`src/rtl/mcpu_pkg.sv`:
```
// Shared constants and loader state encoding for the MCPU boot loader.
package mcpu_pkg;

    localparam int unsigned WORD_SIZE  = 16;
    localparam int unsigned BYTE_W     = 8;
    localparam int unsigned ADDR_WIDTH = 8;
    localparam int unsigned RAM_SIZE   = 2 ** ADDR_WIDTH;
    // Word count range is 1..256, so one bit wider than a byte.
    localparam int unsigned CNT_W      = 9;

    typedef enum logic [2:0] {
        ST_COUNT,
        ST_HI,
        ST_LO,
        ST_CSUM,
        ST_CLEAR,
        ST_RUN,
        ST_ERROR
    } loader_state_e;

endpackage

```
`src/rtl/mcpu_loader_cksum.sv`:
```
// Running XOR of accepted stream bytes, with compare against a candidate checksum byte.
module mcpu_loader_cksum
    import mcpu_pkg::*;
(
    input  logic              clk,
    input  logic              reset,
    input  logic              clr,
    input  logic              en,
    input  logic [BYTE_W-1:0] din,
    output logic              match_c
);

    logic [BYTE_W-1:0] acc_q;
    logic [BYTE_W-1:0] acc_d;

    // Next accumulator value: clear wins over accumulate.
    always_comb begin
        acc_d = acc_q;
        if (clr) begin
            acc_d = '0;
        end else if (en) begin
            acc_d = acc_q ^ din;
        end
    end

    // Accumulator register.
    always_ff @(posedge clk or negedge reset) begin
        if (!reset) begin
            acc_q <= '0;
        end else begin
            acc_q <= acc_d;
        end
    end

    assign match_c = (acc_q == din);

endmodule

```
`src/rtl/mcpu_program_loader.sv`:
```
// Boot loader: receives count/words/checksum bytes, writes instruction RAM,
// zero-fills the tail and releases the MCPU core once the image is verified.
module mcpu_program_loader
    import mcpu_pkg::*;
(
    input  logic                  clk,
    input  logic                  reset,
    input  logic [BYTE_W-1:0]     in_data,
    input  logic                  in_valid,
    output logic                  in_ready,
    input  logic                  reload,
    output logic                  mem_we,
    output logic [ADDR_WIDTH-1:0] mem_addr,
    output logic [WORD_SIZE-1:0]  mem_wdata,
    output logic                  cpu_reset,
    output logic                  load_done,
    output logic                  load_error
);

    localparam int unsigned HI_W = WORD_SIZE - BYTE_W;

    loader_state_e         state_q, state_d;
    logic [HI_W-1:0]       hi_q, hi_d;
    logic [CNT_W-1:0]      cnt_q, cnt_d;
    logic [CNT_W-1:0]      wcnt_q, wcnt_d;
    logic                  in_ready_q, in_ready_d;
    logic                  mem_we_q, mem_we_d;
    logic [ADDR_WIDTH-1:0] mem_addr_q, mem_addr_d;
    logic [WORD_SIZE-1:0]  mem_wdata_q, mem_wdata_d;
    logic                  cpu_reset_q, cpu_reset_d;
    logic                  load_done_q, load_done_d;
    logic                  load_error_q, load_error_d;

    logic                  accept_c;
    logic                  ck_en_c;
    logic                  ck_clr_c;
    logic                  ck_match_c;
    logic [CNT_W-1:0]      count_byte_c;

    assign accept_c     = in_valid & in_ready_q;
    // A count byte of zero stands for a full 256-word image.
    assign count_byte_c = (in_data == '0) ? CNT_W'(256) : CNT_W'(in_data);

    mcpu_loader_cksum u_cksum (
        .clk     (clk),
        .reset   (reset),
        .clr     (ck_clr_c),
        .en      (ck_en_c),
        .din     (in_data),
        .match_c (ck_match_c)
    );

    // Next-state, datapath and registered-output computation.
    always_comb begin
        state_d     = state_q;
        hi_d        = hi_q;
        cnt_d       = cnt_q;
        wcnt_d      = wcnt_q;
        mem_we_d    = 1'b0;
        mem_addr_d  = mem_addr_q;
        mem_wdata_d = mem_wdata_q;
        ck_en_c     = 1'b0;
        ck_clr_c    = 1'b0;

        case (state_q)
            ST_COUNT: begin
                if (accept_c) begin
                    ck_en_c = 1'b1;
                    cnt_d   = count_byte_c;
                    state_d = (count_byte_c > CNT_W'(RAM_SIZE)) ? ST_ERROR : ST_HI;
                end
            end
            ST_HI: begin
                if (accept_c) begin
                    ck_en_c = 1'b1;
                    hi_d    = in_data;
                    state_d = ST_LO;
                end
            end
            ST_LO: begin
                if (accept_c) begin
                    ck_en_c     = 1'b1;
                    mem_we_d    = 1'b1;
                    mem_addr_d  = wcnt_q[ADDR_WIDTH-1:0];
                    mem_wdata_d = {hi_q, in_data};
                    wcnt_d      = wcnt_q + CNT_W'(1);
                    state_d     = ((wcnt_q + CNT_W'(1)) == cnt_q) ? ST_CSUM : ST_HI;
                end
            end
            ST_CSUM: begin
                if (accept_c) begin
                    if (!ck_match_c) begin
                        state_d = ST_ERROR;
                    end else if (cnt_q == CNT_W'(RAM_SIZE)) begin
                        state_d = ST_RUN;
                    end else begin
                        state_d = ST_CLEAR;
                    end
                end
            end
            ST_CLEAR: begin
                // wcnt_q already equals N here, so it doubles as the clear address.
                mem_we_d    = 1'b1;
                mem_addr_d  = wcnt_q[ADDR_WIDTH-1:0];
                mem_wdata_d = '0;
                wcnt_d      = wcnt_q + CNT_W'(1);
                if (wcnt_q == CNT_W'(RAM_SIZE - 1)) begin
                    state_d = ST_RUN;
                end
            end
            ST_RUN, ST_ERROR: begin
                if (reload) begin
                    ck_clr_c = 1'b1;
                    cnt_d    = '0;
                    wcnt_d   = '0;
                    state_d  = ST_COUNT;
                end
            end
            default: begin
                state_d = ST_COUNT;
            end
        endcase

        // Status outputs follow the state being entered so they register in step with it.
        in_ready_d   = (state_d == ST_COUNT) || (state_d == ST_HI) ||
                       (state_d == ST_LO)    || (state_d == ST_CSUM);
        cpu_reset_d  = (state_d != ST_RUN);
        load_done_d  = (state_d == ST_RUN);
        load_error_d = (state_d == ST_ERROR);
    end

    // State and output registers.
    always_ff @(posedge clk or negedge reset) begin
        if (!reset) begin
            state_q      <= ST_COUNT;
            hi_q         <= '0;
            cnt_q        <= '0;
            wcnt_q       <= '0;
            in_ready_q   <= 1'b1;
            mem_we_q     <= 1'b0;
            mem_addr_q   <= '0;
            mem_wdata_q  <= '0;
            cpu_reset_q  <= 1'b1;
            load_done_q  <= 1'b0;
            load_error_q <= 1'b0;
        end else begin
            state_q      <= state_d;
            hi_q         <= hi_d;
            cnt_q        <= cnt_d;
            wcnt_q       <= wcnt_d;
            in_ready_q   <= in_ready_d;
            mem_we_q     <= mem_we_d;
            mem_addr_q   <= mem_addr_d;
            mem_wdata_q  <= mem_wdata_d;
            cpu_reset_q  <= cpu_reset_d;
            load_done_q  <= load_done_d;
            load_error_q <= load_error_d;
        end
    end

    assign in_ready   = in_ready_q;
    assign mem_we     = mem_we_q;
    assign mem_addr   = mem_addr_q;
    assign mem_wdata  = mem_wdata_q;
    assign cpu_reset  = cpu_reset_q;
    assign load_done  = load_done_q;
    assign load_error = load_error_q;

endmodule

```
`config.mk`:
```
export PLATFORM = sky130hd
export DESIGN_NAME = mcpu_program_loader
export DESIGN_NICKNAME = d
export VERILOG_FILES = /design/src/rtl/mcpu_pkg.sv /design/src/rtl/mcpu_loader_cksum.sv /design/src/rtl/mcpu_program_loader.sv
export SDC_FILE = /design/constraint.sdc
export NUM_CORES = 1
export LEC_CHECK = 0
export CAP_MARGIN = 5
export CORE_ASPECT_RATIO = 1.5
export CORE_MARGIN = 8
export CORE_UTILIZATION = 50
export CTS_CLUSTER_SIZE = 8
export DETAILED_ROUTE_END_ITERATION = 12
export MAX_ROUTING_LAYER = met4
export PLACE_DENSITY_LB_ADDON = 0.3
export REMOVE_ABC_BUFFERS = 1
export SKIP_LAST_GASP = 1
export SLEW_MARGIN = 20
export SYNTH_ARGS = -nofsm -noshare
export SYNTH_HDL_FRONTEND = slang
export SYNTH_SLANG_ARGS = --single-unit
```
`constraint.sdc`:
```
create_clock -name clk -period 2.2 [get_ports clk]
set_input_delay 0.44 -clock clk [delete_from_list [all_inputs] [get_ports clk]]
set_output_delay 0.44 -clock clk [all_outputs]
set_load 0.01 [all_outputs]
```
==> report_table.html, run 1 <==
<table>
<tr><th>Metric</th><th>Value</th></tr>
<tr><th colspan="2">Status</th></tr>
<tr><td>Result of the run</td><td>completed</td></tr>
<tr><th colspan="2">Placed design</th></tr>
<tr><td>Half-perimeter wire length after placement</td><td>5730 µm</td></tr>
<tr><td>Instance area after placement</td><td>3870 µm²</td></tr>
<tr><td>Last weighted congestion value of the routability-driven placer</td><td>just over 0.9</td></tr>
<tr><td>Worst setup slack before clock tree synthesis</td><td>between 0.02 and 0.03 ns</td></tr>
<tr><td>Number of buffers inserted by port buffering</td><td>40</td></tr>
<tr><th colspan="2">Floorplanning</th></tr>
<tr><td>I/O pin cnt</td><td>41</td></tr>
<tr><td>Core outline area</td><td>6170 µm²</td></tr>
<tr><td>Effective utilization at floorplan</td><td>about 52%</td></tr>
<tr><td>Overall die width</td><td>between 80 and 90 µm</td></tr>
<tr><td>Rows</td><td>35</td></tr>
<tr><td>Die H</td><td>roughly 110 µm</td></tr>
<tr><td>Die outline area</td><td>about 9300 µm²</td></tr>
<tr><th colspan="2">Synthesis</th></tr>
<tr><td>Number of different library cells in the post-synthesis netlist</td><td>48</td></tr>
<tr><td>Post-synthesis sequential element count</td><td>66</td></tr>
<tr><td>Sequential share of the synthesized area</td><td>51.7%</td></tr>
<tr><td>Share of synthesized flip-flops with an asynchronous set or reset</td><td>100%</td></tr>
<tr><td>Synth top area cells</td><td>sky130_fd_sc_hd__dfrtp_1, sky130_fd_sc_hd__nand2_1, sky130_fd_sc_hd__xor2_1, sky130_fd_sc_hd__xnor2_1, sky130_fd_sc_hd__mux2_2</td></tr>
<tr><td>Post-Synthesis Cells</td><td>~340</td></tr>
<tr><td>Number of enable-type register cells in the synthesized netlist</td><td>0</td></tr>
<tr><td>Post-synth design cell area</td><td>around 3200 µm²</td></tr>
<tr><td>Commonest register cell after synthesis</td><td>sky130_fd_sc_hd__dfrtp_1</td></tr>
<tr><td>Share of the synthesized area in the top cell type</td><td>50.0%</td></tr>
<tr><td>Average footprint of a synthesized cell</td><td>about 9.4 µm²</td></tr>
<tr><td>Yosys warns</td><td>0</td></tr>
<tr><td>Cell taking the most area after synthesis</td><td>sky130_fd_sc_hd__dfrtp_1</td></tr>
<tr><th colspan="2">STA</th></tr>
<tr><td>RSZ-0062 raised after global routing</td><td>yes</td></tr>
<tr><td>Minimum period implied by the final worst setup slack</td><td>~2.1 ns</td></tr>
<tr><td>Final setup violation count</td><td>0</td></tr>
<tr><td>Final count of pins violating max slew</td><td>0</td></tr>
<tr><td>Portion of the clock cycle consumed by the worst path in the final layout</td><td>between 90 and 100%</td></tr>
<tr><td>Transition time of the tightest slew-check pin</td><td>between 0.6 and 0.7 ns</td></tr>
<tr><td>Worst clock skew on the final layout</td><td>~0.013 ns</td></tr>
<tr><td>Maximum clock frequency</td><td>~0.47 GHz</td></tr>
<tr><td>Count of endpoints failing hold in the final timing report</td><td>0</td></tr>
<tr><td>Setup total negative slack</td><td>0 ns</td></tr>
<tr><td>Final setup slack of the worst path</td><td>approximately 0.062 ns</td></tr>
<tr><td>Worst slew margin relative to its limit</td><td>between 50% and 60%</td></tr>
<tr><th colspan="2">Setup path</th></tr>
<tr><td>Path type of the worst setup path</td><td>register to register</td></tr>
<tr><td>Setup slack, reg-to-reg</td><td>0.06 ns</td></tr>
<tr><td>R2R Path End</td><td>state_q[1]</td></tr>
<tr><td>Start point of the critical path</td><td>wcnt_q[2]</td></tr>
<tr><td>Worst reg-to-reg path cell count</td><td>9</td></tr>
<tr><td>Highest fanout seen on the critical path</td><td>2</td></tr>
<tr><td>Type of origin of the critical path</td><td>register</td></tr>
<tr><td>Required time at the worst-slack endpoint</td><td>about 2.4 ns</td></tr>
<tr><td>Termination of the worst setup path</td><td>state_q[1]</td></tr>
<tr><td>CP Capture Type</td><td>register</td></tr>
<tr><td>Origin of the critical flop-to-flop path</td><td>wcnt_q[2]</td></tr>
<tr><td>Data arrival, critical path</td><td>2.37 ns</td></tr>
<tr><th colspan="2">Routing</th></tr>
<tr><td>Number of violations reported at the end of detailed-routing iteration 0</td><td>~130</td></tr>
<tr><td>Detail-routed via count per cell</td><td>5.62</td></tr>
<tr><td>First-pass DRT Iterations</td><td>4</td></tr>
<tr><td>Average wire per cell in the routed design</td><td>~16 µm</td></tr>
<tr><td>Routed WL</td><td>between 8000 and 9000 µm</td></tr>
<tr><td>Number of routed nets with antenna violations</td><td>0</td></tr>
<tr><td>Vias after detailed routing</td><td>about 2700</td></tr>
<tr><td>Residual DRC</td><td>0</td></tr>
<tr><th colspan="2">Final layout</th></tr>
<tr><td>ANT cells</td><td>0</td></tr>
<tr><td>Synth-to-Final Area Change</td><td>28.4%</td></tr>
<tr><td>Proportion of layout cells with a drive suffix above 1</td><td>between 15 and 20%</td></tr>
<tr><td>Design area</td><td>roughly 4100 µm²</td></tr>
<tr><td>NumNets Final</td><td>420</td></tr>
<tr><th colspan="2">Power</th></tr>
<tr><td>Static leakage</td><td>about 1.9 nW</td></tr>
<tr><td>Worst vdd rail ir drop</td><td>0.879 mV</td></tr>
<tr><td>Total power per unit cell area</td><td>1320 nW/µm²</td></tr>
<tr><th colspan="2">Clocking</th></tr>
<tr><td>H-Tree Depth</td><td>3</td></tr>
<tr><td>Root cell of the clock tree</td><td>sky130_fd_sc_hd__clkbuf_8</td></tr>
<tr><td>Post-CTS sizing</td><td>0</td></tr>
<tr><td>Clock latency on the worst-skew pair</td><td>0.36 ns</td></tr>
<tr><td>Sink count of the clock tree</td><td>66</td></tr>
<tr><td>Count of hold buffers inserted by post-cts repair</td><td>0</td></tr>
<tr><td>Clock tree from TritonCTS</td><td>built</td></tr>
<tr><td>Clock input transition at the sequential cells of the worst setup and hold paths</td><td>around 0.070 ns</td></tr>
<tr><td>Setup repair bufs after CTS</td><td>0</td></tr>
<tr><td>Deepest clock path buffer count</td><td>2</td></tr>
<tr><td>Clock buffers created by TritonCTS</td><td>9</td></tr>
<tr><th colspan="2">GRT</th></tr>
<tr><td>Antenna violations before repair</td><td>0</td></tr>
<tr><td>Pin count of the biggest net entering global routing</td><td>67</td></tr>
<tr><td>First-pass GRT wire length</td><td>about 13000 µm</td></tr>
<tr><td>Grt ovf</td><td>0</td></tr>
<tr><td>Overall fraction of global-route tracks in use</td><td>a little under a fifth</td></tr>
<tr><td>Via count of the first global-routing pass</td><td>~2700</td></tr>
<tr><th colspan="2">Flow run</th></tr>
<tr><td>Max-cap viol count</td><td>0</td></tr>
<tr><th colspan="2">Hold path</th></tr>
<tr><td>HP Class</td><td>input pin to asynchronous set/reset pin</td></tr>
</table>
sequential cells by signal, summed over array words and instances, names as in the netlist:
register and flops:
state_q 3, hi_q 8, cnt_q 9, in_ready 1, u_cksum.acc_q 8, cpu_reset 1, load_error 1, wcnt_q 9
mem_addr 8, mem_wdata 16, mem_we 1, load_done 1
per-stage QoR:
step	std cells	total power, mW	hold slack (ns)	utilization, %
6_report	485	5.42	0.0907	66.6
5_1_grt	485	5.79	0.132	66.6
4_1_cts	485	5.43	0.110	66.1
3_5_place_dp	469	4.35	0.455	62.7
3_3_place_gp	469	4.27	0.448	62.7
2_1_floorplan	324	3.31	0.144	-
layout by cell type, fill, tap and decap left out, drive strengths merged, types with 3 or more instances in the layout:
cell type,instances
o41ai,9
xnor2,12
nand2,83
clkbuf,9
a21oi,17
nor4,3
xor2,14
inv,16
dfrtp,64
clkdlybuf4s50,39
nand4,3
nor2,15
mux2,9
nand3,14
nor2b,4
nand2b,4
o21ai,20
a31oi,3
buf,32
cells by family (layout without fill, tap and decap cells):
kind of cell / Yosys count / in the layout / share of synthesized area, %
AND/OR/NAND/NOR: 142 / 142 / 20.2
flip-flops: 66 / 66 / 51.7
AO/OA/AOI/OAI: 64 / 64 / 12.9
buffers and inverters: 30 / 100 / 3.52
adder cells (fa/ha/maj): 3 / 3 / 1.09
multiplexers: 10 / 10 / 3.48
XOR/XNOR: 26 / 26 / 7.11
power by group:
group	switching [mW]	total, mW	internal (mW)
combinational	1.19	2.30	1.11
sequential	0.360	2.05	1.69
clock	0.521	1.06	0.542
total	2.07	5.42	3.35
metal layers:
metal,track usage (%),up-vias,share of wire [%]
met5,-,-,0
met4,10.4,0,3.5
met3,2.91,26,4.9
met2,31.0,97,52
met1,20.4,1304,39
li1,-,1299,-
cell type report:
| cell class | instances | area [µm²] |
|---|---|---|
| sequential | 66 | 1650 |
| multi-input combinational | 245 | 1470 |
| tap | 74 | 92.6 |
| fill | 474 | 2060 |
| timing repair buffer | 71 | 641 |
| clock buffer | 9 | 124 |
| inverter | 13 | 48.8 |
| clock inverter | 7 | 83.8 |
worst min-delay path by stage:
stage | endpoint | cells past startpoint
2_1_floorplan | cnt_q[0] | 0
3_3_place_gp | mem_addr[4] | 2
3_5_place_dp | mem_addr[0] | 2
4_1_cts | mem_wdata[7] | 2
5_1_grt | hi_q[2] | 2
6_report | mem_addr[5] | 2
critical path, stage by stage (launching register included):
cell	delay, ns
sky130_fd_sc_hd__dfrtp_1	0.38
sky130_fd_sc_hd__and4_1	0.22
sky130_fd_sc_hd__and2_1	0.18
sky130_fd_sc_hd__and3_4	0.19
sky130_fd_sc_hd__ha_4	0.26
sky130_fd_sc_hd__xnor2_1	0.12
sky130_fd_sc_hd__a21oi_1	0.05
sky130_fd_sc_hd__nor4b_1	0.14
sky130_fd_sc_hd__and4_1	0.21
sky130_fd_sc_hd__or2_2	0.27
cell usage after synthesis (all sizes together), types with 3 or more instances:
master   n
nand2   83
dfrtp   64
o21ai   20
a21oi   17
clkbuf  16
nor2    15
nand3   14
xor2    14
inv     13
xnor2   12
mux2     9
o41ai    9
nand2b   4
nor2b    4
a31oi    3
nand4    3
nor4     3
(Power assumes the default switching activity.)
==> run 2, diff against run 1 <==
--- a/config.mk
+++ b/config.mk
@@ -9,7 +9,7 @@
 export CORE_ASPECT_RATIO = 1.5
 export CORE_MARGIN = 8
 export CORE_UTILIZATION = 50
-export CTS_CLUSTER_SIZE = 8
+export CTS_CLUSTER_SIZE = 16
 export DETAILED_ROUTE_END_ITERATION = 12
 export MAX_ROUTING_LAYER = met4
 export PLACE_DENSITY_LB_ADDON = 0.3
==> results of run 2 <==
No change in the layout: final DEF, timing and power equal those of run 1.
==> run 3, diff against run 2 <==
--- a/config.mk
+++ b/config.mk
@@ -5,9 +5,10 @@
 export SDC_FILE = /design/constraint.sdc
 export NUM_CORES = 1
 export LEC_CHECK = 0
+export ABC_CLOCK_PERIOD_IN_PS = 2200
 export CAP_MARGIN = 5
 export CORE_ASPECT_RATIO = 1.5
-export CORE_MARGIN = 8
+export CORE_MARGIN = 2
 export CORE_UTILIZATION = 50
 export CTS_CLUSTER_SIZE = 16
 export DETAILED_ROUTE_END_ITERATION = 12
==> report_table.html, run 3 (synthesized netlist as in run 1, its figures left out) <==
<table>
<tr><th>Metric</th><th>Value</th></tr>
<tr><th colspan="2">GRT</th></tr>
<tr><td>Pin count of the biggest net entering global routing</td><td>31 (-54%)</td></tr>
<tr><td>First-pass GRT wire length</td><td>12600 µm (-4.0%)</td></tr>
<tr><td>Antenna violations before repair</td><td>0 (unchanged)</td></tr>
<tr><td>Grt ovf</td><td>0 (unchanged)</td></tr>
<tr><td>Overall fraction of global-route tracks in use</td><td>23.4% (+4.8 points)</td></tr>
<tr><td>Via count of the first global-routing pass</td><td>2613 (-4.5%)</td></tr>
<tr><th colspan="2">Final layout</th></tr>
<tr><td>ANT cells</td><td>0 (unchanged)</td></tr>
<tr><td>Fill cells</td><td>451 (-4.9%)</td></tr>
<tr><td>Commonest non-fill, non-tap cells in the layout</td><td>sky130_fd_sc_hd__nand2_1, sky130_fd_sc_hd__dfrtp_1, sky130_fd_sc_hd__clkdlybuf4s50_1</td></tr>
<tr><td>Proportion of layout cells with a drive suffix above 1</td><td>17.7% (+1.9 points)</td></tr>
<tr><td>Sequential cell area</td><td>1650 µm² (unchanged)</td></tr>
<tr><td>Synth-to-Final Area Change</td><td>32.0%</td></tr>
<tr><td>Area taken by multi-input logic gates</td><td>1490 µm² (+1.5%)</td></tr>
<tr><td>NumNets Final</td><td>426 (+1.4%)</td></tr>
<tr><td>Most common library cell in the layout ignoring fill and taps</td><td>sky130_fd_sc_hd__nand2_1</td></tr>
<tr><td>Max FFs per register</td><td>16 (unchanged)</td></tr>
<tr><th colspan="2">Floorplanning</th></tr>
<tr><td>Rows</td><td>35 (unchanged)</td></tr>
<tr><td>Die outline area</td><td>7070 µm² (-24%)</td></tr>
<tr><td>Die H</td><td>102 µm (-11%)</td></tr>
<tr><td>Effective utilization at floorplan</td><td>51.9% (unchanged)</td></tr>
<tr><td>I/O pin cnt</td><td>41 (unchanged)</td></tr>
<tr><td>Core outline area</td><td>6170 µm² (unchanged)</td></tr>
<tr><td>Overall die width</td><td>69.3 µm (-15%)</td></tr>
<tr><th colspan="2">STA</th></tr>
<tr><td>Portion of the clock cycle consumed by the worst path in the final layout</td><td>99.4% (+2.2 points)</td></tr>
<tr><td>RSZ-0062 raised after global routing</td><td>yes</td></tr>
<tr><td>Maximum clock frequency</td><td>0.458 GHz (-2.2%)</td></tr>
<tr><td>Transition time of the tightest slew-check pin</td><td>0.506 ns (-0.138 ns)</td></tr>
<tr><td>Count of endpoints failing hold in the final timing report</td><td>0 (unchanged)</td></tr>
<tr><td>Worst clock skew on the final layout</td><td>0.0156 ns (+0.00252 ns)</td></tr>
<tr><td>Final count of pins violating max slew</td><td>0 (unchanged)</td></tr>
<tr><td>Worst slew margin relative to its limit</td><td>65.8% (+8.8 points)</td></tr>
<tr><td>Final setup violation count</td><td>0 (unchanged)</td></tr>
<tr><td>Final setup slack of the worst path</td><td>0.0143 ns (-0.0479 ns)</td></tr>
<tr><td>Minimum period implied by the final worst setup slack</td><td>2.19 ns (+0.0479 ns)</td></tr>
<tr><th colspan="2">Power</th></tr>
<tr><td>Total power per unit cell area</td><td>1360 nW/µm² (+3.1%)</td></tr>
<tr><td>Static leakage</td><td>1.93 nW (+3.6%)</td></tr>
<tr><td>Net switching power figure</td><td>2.04 mW (-1.5%)</td></tr>
<tr><td>Switching fraction of total power</td><td>35.5% (-2.7 points)</td></tr>
<tr><td>Share of total power in the clock network</td><td>23.6% (+4.0 points)</td></tr>
<tr><td>Internal power of the cells</td><td>3.70 mW (+11%)</td></tr>
<tr><td>Power share of the sequential group</td><td>35.7% (-2.2 points)</td></tr>
<tr><td>Worst vdd rail ir drop</td><td>0.902 mV (+2.6%)</td></tr>
<tr><td>Power after layout</td><td>5.74 mW (+6.0%)</td></tr>
<tr><td>Part of the total power dissipated in combinational logic</td><td>40.7% (-1.8 points)</td></tr>
<tr><th colspan="2">Routing</th></tr>
<tr><td>Vias after detailed routing</td><td>2776 (+1.8%)</td></tr>
<tr><td>Number of violations reported at the end of detailed-routing iteration 0</td><td>262 (+97%)</td></tr>
<tr><td>Routed WL</td><td>7880 µm (-1.5%)</td></tr>
<tr><td>Residual DRC</td><td>0 (unchanged)</td></tr>
<tr><td>Average wire per cell in the routed design</td><td>16.0 µm (-2.8%)</td></tr>
<tr><td>Detail-routed via count per cell</td><td>5.65 (+0.59%)</td></tr>
<tr><td>Number of routed nets with antenna violations</td><td>0 (unchanged)</td></tr>
<tr><td>First-pass DRT Iterations</td><td>4 (unchanged)</td></tr>
<tr><th colspan="2">Setup path</th></tr>
<tr><td>Required time at the worst-slack endpoint</td><td>2.48 ns (+0.04 ns)</td></tr>
<tr><td>Start point of the critical path</td><td>cnt_q[4]</td></tr>
<tr><td>Setup slack, reg-to-reg</td><td>0.01 ns (-0.05 ns)</td></tr>
<tr><td>Termination of the worst setup path</td><td>cpu_reset</td></tr>
<tr><td>Worst reg-to-reg path cell count</td><td>5 (-4)</td></tr>
<tr><td>Path type of the worst setup path</td><td>register to register</td></tr>
<tr><td>Data arrival, critical path</td><td>2.47 ns (+0.10 ns)</td></tr>
<tr><td>CP Capture Type</td><td>register</td></tr>
<tr><td>Origin of the critical flop-to-flop path</td><td>cnt_q[4]</td></tr>
<tr><td>Type of origin of the critical path</td><td>register</td></tr>
<tr><td>Highest fanout seen on the critical path</td><td>4 (+2)</td></tr>
<tr><td>R2R Path End</td><td>cpu_reset</td></tr>
<tr><th colspan="2">Hold path</th></tr>
<tr><td>HP Class</td><td>register to register</td></tr>
<tr><td>Startpoint of the lowest-slack hold path</td><td>mem_addr[0]</td></tr>
<tr><th colspan="2">Clocking</th></tr>
<tr><td>Clock tree from TritonCTS</td><td>built</td></tr>
<tr><td>H-Tree Depth</td><td>3 (unchanged)</td></tr>
<tr><td>Clock buffers created by TritonCTS</td><td>9 (unchanged)</td></tr>
<tr><td>Root cell of the clock tree</td><td>sky130_fd_sc_hd__clkbuf_8</td></tr>
<tr><td>Clock input transition at the sequential cells of the worst setup and hold paths</td><td>0.08 ns (about the same)</td></tr>
<tr><td>Sink count of the clock tree</td><td>66 (unchanged)</td></tr>
<tr><td>Clock latency on the worst-skew pair</td><td>0.35 ns (about the same)</td></tr>
<tr><td>Deepest clock path buffer count</td><td>2 (unchanged)</td></tr>
<tr><th colspan="2">Flow run</th></tr>
<tr><td>Max-cap viol count</td><td>0 (unchanged)</td></tr>
<tr><th colspan="2">Placed design</th></tr>
<tr><td>Number of buffers inserted by port buffering</td><td>40 (unchanged)</td></tr>
<tr><td>Worst setup slack before clock tree synthesis</td><td>-0.0989 ns (-0.127 ns)</td></tr>
<tr><td>Half-perimeter wire length after placement</td><td>5660 µm (-1.3%)</td></tr>
<tr><td>Last weighted congestion value of the routability-driven placer</td><td>0.940 (+1.2%)</td></tr>
<tr><th colspan="2">Status</th></tr>
<tr><td>Result of the run</td><td>completed</td></tr>
</table>
[run 3: how the worst min path moves through the flow]
stage	cells after the start	slack [ns]	end
after floorplan	0	0.14	cnt_q[0]
after global placement	1	0.34	mem_addr[4]
after detailed placement	1	0.34	mem_addr[4]
after CTS	2	0.47	mem_addr[4]
after global routing	2	0.50	mem_addr[7]
final	2	0.46	mem_addr[0]
[run 3: area by class of cell]
| cell class | count | share of cell area [%] |
|---|---|---|
| clock inverter | 6 | 3.26 |
| multi-input combinational | 245 | 35.3 |
| inverter | 13 | 1.15 |
| timing repair buffer | 77 | 16.0 |
| sequential | 66 | 39.1 |
| clock buffer | 10 | 3.02 |
| tap | 74 | 2.19 |
[run 3: critical path, stage by stage, from the launching register on]
cell,delay (ns)
sky130_fd_sc_hd__dfrtp_1,0.39
sky130_fd_sc_hd__or4b_1,0.52
sky130_fd_sc_hd__or4_4,0.51
sky130_fd_sc_hd__nor4_4,0.23
sky130_fd_sc_hd__a21oi_2,0.14
sky130_fd_sc_hd__a311o_1,0.34
[run 3: timing repair]
| item | CTS | global route |
|---|---|---|
| hold endpoints to repair | 10 | 0 |
| gates resized for setup | 3 | 7 |
| hold buffers | 1 | 0 |
| pin swaps | 2 | 2 |
| endpoints found under the setup margin | 4 | 6 |
| setup buffers | 0 | 3 |
[run 3: power by group through the flow]
stage                     clock, mW  sequential, mW  combinational (mW)
after floorplan                   0            2.18                1.13
after global placement            0            2.04                2.21
after detailed placement          0            2.06                2.26
after CTS                      1.37            2.04                2.29
after global routing           1.42            2.10                2.56
final                          1.36            2.05                2.34
[run 3: metal layers]
layer | vias to the layer above | wire length [µm] | GRT usage [%]
li1 | 1313 | - | -
met1 | 1370 | 3060 | 25.1
met2 | 79 | 4350 | 42.5
met3 | 14 | 310 | 4.54
met4 | 0 | 155 | 9.50
met5 | - | 0 | -
[run 3: per-stage QoR]
stage | cells | hold slack (ns) | setup TNS, ns | util (%) | cell area [µm²]
finish | 491 | 0.464 | 0 | 68.5 | 4230
global route | 491 | 0.497 | -0.0128 | 68.5 | 4230
global placement | 471 | 0.337 | -0.159 | 62.7 | 3870
CTS | 488 | 0.470 | -0.0223 | 67.6 | 4170
detailed placement | 471 | 0.342 | -0.230 | 62.7 | 3870
floorplan | 324 | 0.144 | -2.71 | - | 3140
